--- src/rtl/edge_row_packer_pkg.sv ---
// Shared definitions for the edge-detection chip and its row packer.
// IMG_DIM     : pixels per row and rows per frame.
// BIT_LENGTH  : pixel width on the chip's input side.
// ROW_W       : width of the row/column counters (2^ROW_W >= IMG_DIM).
// FIFO_DEPTH  : default number of buffered row words.
// row_entry_t : one buffered row, {row index, packed edge bits}.
package edge_row_packer_pkg;

  localparam int IMG_DIM    = 20;
  localparam int BIT_LENGTH = 8;
  localparam int ROW_W      = 5;
  localparam int FIFO_DEPTH = 4;

  typedef struct packed {
    logic [ROW_W-1:0]   row_idx;
    logic [IMG_DIM-1:0] data;
  } row_entry_t;

endpackage

--- src/rtl/edge_row_fifo.sv ---
// Synchronous FIFO with a registered head.
// Ports: clk/reset (async, active-high); push/din write an entry; pop removes
// the head; dout shows the head (holds its last value while empty);
// full/empty/count report occupancy. A push while full is ignored unless a
// pop happens in the same cycle.
module edge_row_fifo #(
  parameter int WIDTH = 8,
  parameter int DEPTH = 4
) (
  input  logic                         clk,
  input  logic                         reset,
  input  logic                         push,
  input  logic                         pop,
  input  logic [WIDTH-1:0]             din,
  output logic [WIDTH-1:0]             dout,
  output logic                         full,
  output logic                         empty,
  output logic [$clog2(DEPTH+1)-1:0]   count
);

  localparam int PTR_W = $clog2(DEPTH);
  localparam int CNT_W = $clog2(DEPTH+1);

  logic [WIDTH-1:0] mem [DEPTH];
  logic [PTR_W-1:0] rd_ptr_reg, wr_ptr_reg, rd_ptr_next, wr_ptr_next;
  logic [CNT_W-1:0] count_reg, count_next;
  logic             do_push, do_pop;

  assign full  = (count_reg == CNT_W'(DEPTH));
  assign empty = (count_reg == '0);
  assign count = count_reg;

  always_comb begin
    do_pop      = pop & ~empty;
    do_push     = push & (~full | do_pop);
    rd_ptr_next = do_pop  ? rd_ptr_reg + PTR_W'(1) : rd_ptr_reg;
    wr_ptr_next = do_push ? wr_ptr_reg + PTR_W'(1) : wr_ptr_reg;
    count_next  = count_reg + CNT_W'(do_push) - CNT_W'(do_pop);
  end

  // Storage has no reset so it can map onto distributed/block RAM.
  always_ff @(posedge clk) begin
    if (do_push) begin
      mem[wr_ptr_reg] <= din;
    end
  end

  // The head register is loaded with whatever entry sits at the new read
  // pointer. If that slot is being written this very cycle (queue drains to
  // empty and refills), take the incoming word directly. When the queue
  // becomes empty the head keeps its last value.
  always_ff @(posedge clk or posedge reset) begin
    if (reset) begin
      rd_ptr_reg <= '0;
      wr_ptr_reg <= '0;
      count_reg  <= '0;
      dout       <= '0;
    end else begin
      rd_ptr_reg <= rd_ptr_next;
      wr_ptr_reg <= wr_ptr_next;
      count_reg  <= count_next;
      if (count_next != '0) begin
        dout <= (do_push && (wr_ptr_reg == rd_ptr_next)) ? din : mem[rd_ptr_next];
      end
    end
  end

endmodule

--- src/rtl/edge_row_packer.sv ---
// Packs the edge chip's serial bit stream into row words and hands them to a
// row-wide sink over valid/ready.
// Ports: clk, reset (async, active-high); edge_in/edge_valid from the chip
// (never stalled); row_ready from the sink; row_data/row_idx/row_valid present
// the oldest buffered row; frame_done pulses one cycle after the last row of a
// frame is popped; overflow is sticky once a completed row has been dropped.
module edge_row_packer #(
  parameter int IMG_DIM    = edge_row_packer_pkg::IMG_DIM,
  parameter int FIFO_DEPTH = edge_row_packer_pkg::FIFO_DEPTH,
  parameter int ROW_W      = edge_row_packer_pkg::ROW_W
) (
  input  logic               clk,
  input  logic               reset,
  input  logic               edge_in,
  input  logic               edge_valid,
  input  logic               row_ready,
  output logic [IMG_DIM-1:0] row_data,
  output logic               row_valid,
  output logic [ROW_W-1:0]   row_idx,
  output logic               frame_done,
  output logic               overflow
);

  localparam int FW    = ROW_W + IMG_DIM;
  localparam int CNT_W = $clog2(FIFO_DEPTH+1);

  logic [ROW_W-1:0]   col_reg, row_reg;
  logic [IMG_DIM-1:0] shift_reg, word_next;
  logic               overflow_reg, frame_done_reg;
  logic               row_end, pop, fifo_full, fifo_empty;
  logic [FW-1:0]      fifo_head;
  logic [CNT_W-1:0]   fifo_count;

  // Word including the bit being accepted this cycle, so the row pushed on
  // its last column already contains that column.
  always_comb begin
    word_next          = shift_reg;
    word_next[col_reg] = edge_in;
  end

  assign row_end   = edge_valid && (col_reg == ROW_W'(IMG_DIM-1));
  assign row_valid = (fifo_count != '0);
  assign pop       = row_ready & ~fifo_empty;
  assign row_idx   = fifo_head[FW-1 -: ROW_W];
  assign row_data  = fifo_head[IMG_DIM-1:0];
  assign overflow   = overflow_reg;
  assign frame_done = frame_done_reg;

  edge_row_fifo #(
    .WIDTH (FW),
    .DEPTH (FIFO_DEPTH)
  ) u_fifo (
    .clk   (clk),
    .reset (reset),
    .push  (row_end),
    .pop   (pop),
    .din   ({row_reg, word_next}),
    .dout  (fifo_head),
    .full  (fifo_full),
    .empty (fifo_empty),
    .count (fifo_count)
  );

  always_ff @(posedge clk or posedge reset) begin
    if (reset) begin
      col_reg        <= '0;
      row_reg        <= '0;
      shift_reg      <= '0;
      overflow_reg   <= 1'b0;
      frame_done_reg <= 1'b0;
    end else begin
      if (edge_valid) begin
        shift_reg <= word_next;
        if (row_end) begin
          col_reg <= '0;
          // Row index advances even if the word is dropped, so later rows
          // keep their true position in the frame.
          row_reg <= (row_reg == ROW_W'(IMG_DIM-1)) ? '0 : row_reg + ROW_W'(1);
        end else begin
          col_reg <= col_reg + ROW_W'(1);
        end
      end
      if (row_end && fifo_full && !pop) begin
        overflow_reg <= 1'b1;
      end
      frame_done_reg <= pop && (row_idx == ROW_W'(IMG_DIM-1));
    end
  end

endmodule

--- config.mk ---
export PLATFORM = sky130hd
export DESIGN_NAME = edge_row_packer
export DESIGN_NICKNAME = d
export VERILOG_FILES = /design/src/rtl/edge_row_packer_pkg.sv /design/src/rtl/edge_row_fifo.sv /design/src/rtl/edge_row_packer.sv
export SDC_FILE = /design/constraint.sdc
export NUM_CORES = 1
export LEC_CHECK = 0
export CORE_AREA = 2 2 146 148
export DETAILED_ROUTE_END_ITERATION = 10
export DIE_AREA = 0 0 148 150
export HOLD_SLACK_MARGIN = 0.08
export RECOVER_POWER = 50
export SLEW_MARGIN = 20
export SYNTH_ARGS = -nofsm -noshare
export SYNTH_HDL_FRONTEND = slang
export SYNTH_SLANG_ARGS = --single-unit
--- constraint.sdc ---
create_clock -name clk -period 7.24 [get_ports clk]
set_input_delay 1.448 -clock clk [delete_from_list [all_inputs] [get_ports clk]]
set_output_delay 1.448 -clock clk [all_outputs]
set_load 0.05 [all_outputs]
==> flow_metrics.env <==
export IMPL_final_cell_count_no_fill=879
export IMPL_drt_iter0_drc=347
export IMPL_powerDensity_mw_per_mm2=455
export IMPL_wl_per_cell_um=19.2
export IMPL_portBuffers=32
export IMPL_cp_cell_sequence="dlygate4sd3_1 > o31a_2 > clkbuf_1 > xnor2_1 > and4_4 > a221o_1"
export IMPL_start_util_pct=39.3
export IMPL_grt_max_degree=65
export IMPL_grt_pass1_wl_um=27400
export IMPL_worstPathArrival_ns=5.94
export IMPL_die_area_mm2=0.0222
export IMPL_synth_cell_types=45
export IMPL_cts_sinks=164
export IMPL_ant_nets=0
export IMPL_critical_path_peak_fanout=28
export IMPL_drv_cap=2
export IMPL_die_x_um=148
export IMPL_core_area_mm2=0.0207
export IMPL_hold_buffers=0
export IMPL_area_growth_pct=14.3
export IMPL_static_leakage_power_nw=3.40
export IMPL_cts_resized=0
export IMPL_dp_hpwl_um=10500
export IMPL_fin_worst_skew_ns=0.00795
export IMPL_diodes=0
export IMPL_synth_seq_cells=164
export IMPL_status="finished with violations"
export IMPL_cts_made_buffers=17
export IMPL_grt_util_all_layers_pct=16.4
export IMPL_startpoint="row_ready"
export IMPL_cp_slowest_stage_delay_ns=1.87
export IMPL_ios=33
export IMPL_drv_slew=94
export IMPL_synthesis_area_mm2=0.00812
export IMPL_cp_depth=6
export IMPL_layout_drive_gt1_share_pct=18.5
export IMPL_path_clk_slew_ns=0.06
export IMPL_cp_start_kind="primary input"
export IMPL_path_class="in -> reg"
export IMPL_synth_warnings=0
export IMPL_pre_cts_slack_ns=1.75
export IMPL_first_global_vias=4950
export IMPL_die_h_um=150
export IMPL_clk_latency_ns=0.43
export IMPL_setup_viol=0
export IMPL_seq_area_frac_synth_pct=56.7
export IMPL_cts_tree="built"
export IMPL_post_cts_buffers=0
export IMPL_num_rows=53
export IMPL_cp_num_buf_inv=2
export IMPL_vdd_drop_max_uv=338
export IMPL_ys_flop_type="edfxtp_1"
export IMPL_slew_headroom_pct=-138
export IMPL_syn_nets=588
export IMPL_endpoint="u_fifo.dout[21]$_DFFE_PP0P_"
export IMPL_antenna_found_initial=0
export IMPL_placed_cells=847
export IMPL_largest_reg_flops=100
export IMPL_crit_path_end_kind="flop"
export IMPL_worst_pin_slew_ns=3.57
export IMPL_hp_start="overflow$_DFFE_PP0P_"
export IMPL_reg2reg_depth=5
export IMPL_rrSetupSlack_ns=2.77
export IMPL_cp_slowest_cell="clkbuf_1"
export IMPL_grt_ovfl_total=0
export IMPL_fin_nets=608
export IMPL_min_period_over_period_pct=77.7
export IMPL_finalHoldViolations=0
export IMPL_setup_slack_ns=1.62
export IMPL_worst_ep_required_time_ns=7.55
export IMPL_yosysTopAreaCellShare_pct=37.0
export IMPL_synth_area_leaders="edfxtp_1, dfrtp_1, mux2i_1"
export IMPL_rsz0062_at_grt="false"
export IMPL_synth_top_area_cell="edfxtp_1"
export IMPL_violations="capacitance limit, slew limit"
export IMPL_min_period_ns=5.62
export IMPL_cts_root_buf="clkbuf_16"
export IMPL_synth_edff_count=100
export IMPL_fin_setup_tns_ns=0
export IMPL_synth_most_common_cell="edfxtp_1"
export IMPL_route_detailed_drc=0
export IMPL_clock_path_buffers=2
export IMPL_synthArstFlopShare_pct=39.0
export IMPL_timing_rr_end="u_fifo.dout[21]$_DFFE_PP0P_"
export IMPL_hold_class="reg -> reg"
export IMPL_design_area_mm2=0.00928
export IMPL_vias=4699
export IMPL_drt_total_wl_um=16900
export IMPL_synth_top_cells_by_count="edfxtp_1, mux2i_1, dfrtp_1"
export IMPL_max_freq_ghz=0.178
export IMPL_r2r_start="u_fifo.count[1]$_DFF_PP0_"
export IMPL_placed_area_mm2=0.00864
export IMPL_synthCells=571
export IMPL_htreeDepth=4
export IMPL_viasPerCell=5.35
export IMPL_critPathTopFamily="buffers and inverters"
export IMPL_drt_first_pass_iters=4
export IMPL_routabilityCongestion=0.748
export IMPL_avgSynthCellArea_um2=14.2
[cell usage in the layout (no fill, tap or decap), types with 4 or more instances in the layout]
master	Yosys	layout
a211oi_2	6	6
a21oi_1	20	20
a221o_1	5	5
a221oi_2	14	14
a311oi_1	11	11
and2_2	0	4
and3_1	5	5
buf_4	10	5
bufinv_16	0	5
clkbuf_16	0	17
clkdlybuf4s50_1	0	29
dfrtp_1	64	63
edfxtp_1	100	100
ha_1	11	11
inv_1	30	29
mux2_1	5	5
mux2_2	22	22
mux2i_1	96	96
mux4_2	25	25
nand2_1	9	9
nand2b_1	7	7
nor2_1	54	54
nor3_1	7	7
o21ai_0	4	4
xnor2_1	7	7
[worst min-delay path by stage]
stage,endpoint,slack [ns],cells past startpoint
after global placement,overflow$_DFFE_PP0P_,0.48,1
final,overflow$_DFFE_PP0P_,0.49,1
after global routing,overflow$_DFFE_PP0P_,0.51,1
after detailed placement,overflow$_DFFE_PP0P_,0.47,1
after CTS,overflow$_DFFE_PP0P_,0.49,1
after floorplan,shift_reg[10]$_DFFE_PP0P_,0.49,2
[final cells by class]
| class | count | area (µm²) |
|---|---|---|
| fillers | 1872 | 11400 |
| flip-flops and latches | 164 | 4610 |
| multi-input cells | 339 | 3200 |
| clock buffers | 19 | 443 |
| repair buffers | 39 | 365 |
| well taps | 275 | 344 |
| clock inverters | 13 | 205 |
| inverters | 30 | 113 |
[logic make-up after synthesis]
group	share of synthesized area, %
flip-flops	56.7
AO/OA/AOI/OAI	7.61
XOR/XNOR	1.26
adder cells (fa/ha/maj)	1.94
AND/OR/NAND/NOR	5.95
buffers and inverters	4.04
multiplexers	22.5
[stage by stage]
step | util, % | hold slack [ns] | total power [mW]
3_3_place_gp | 41.8 | 0.476 | 3.19
4_1_cts | 44.9 | 0.494 | 4.26
6_report | 44.9 | 0.493 | 4.22
5_1_grt | 44.9 | 0.509 | 4.46
2_1_floorplan | - | 0.489 | 2.82
3_5_place_dp | 41.8 | 0.472 | 3.26
[routing by layer]
layer	vias up	track usage [%]	share of wire, %	wire (µm)
met5	-	0	0	0
met4	0	5.76	1.6	269
met3	20	3.57	4.2	700
met2	96	27.2	50	8350
met1	2386	21.3	45	7540
li1	2197	-	-	-
[report_power, final]
part / switching, mW / total (mW) / internal [mW]
sequential: 0.228 / 1.48 / 1.25
combinational: 1.02 / 1.76 / 0.739
clock: 0.363 / 0.984 / 0.620
total: 1.61 / 4.22 / 2.61
Note: power is estimated with default switching activity, not from simulation.
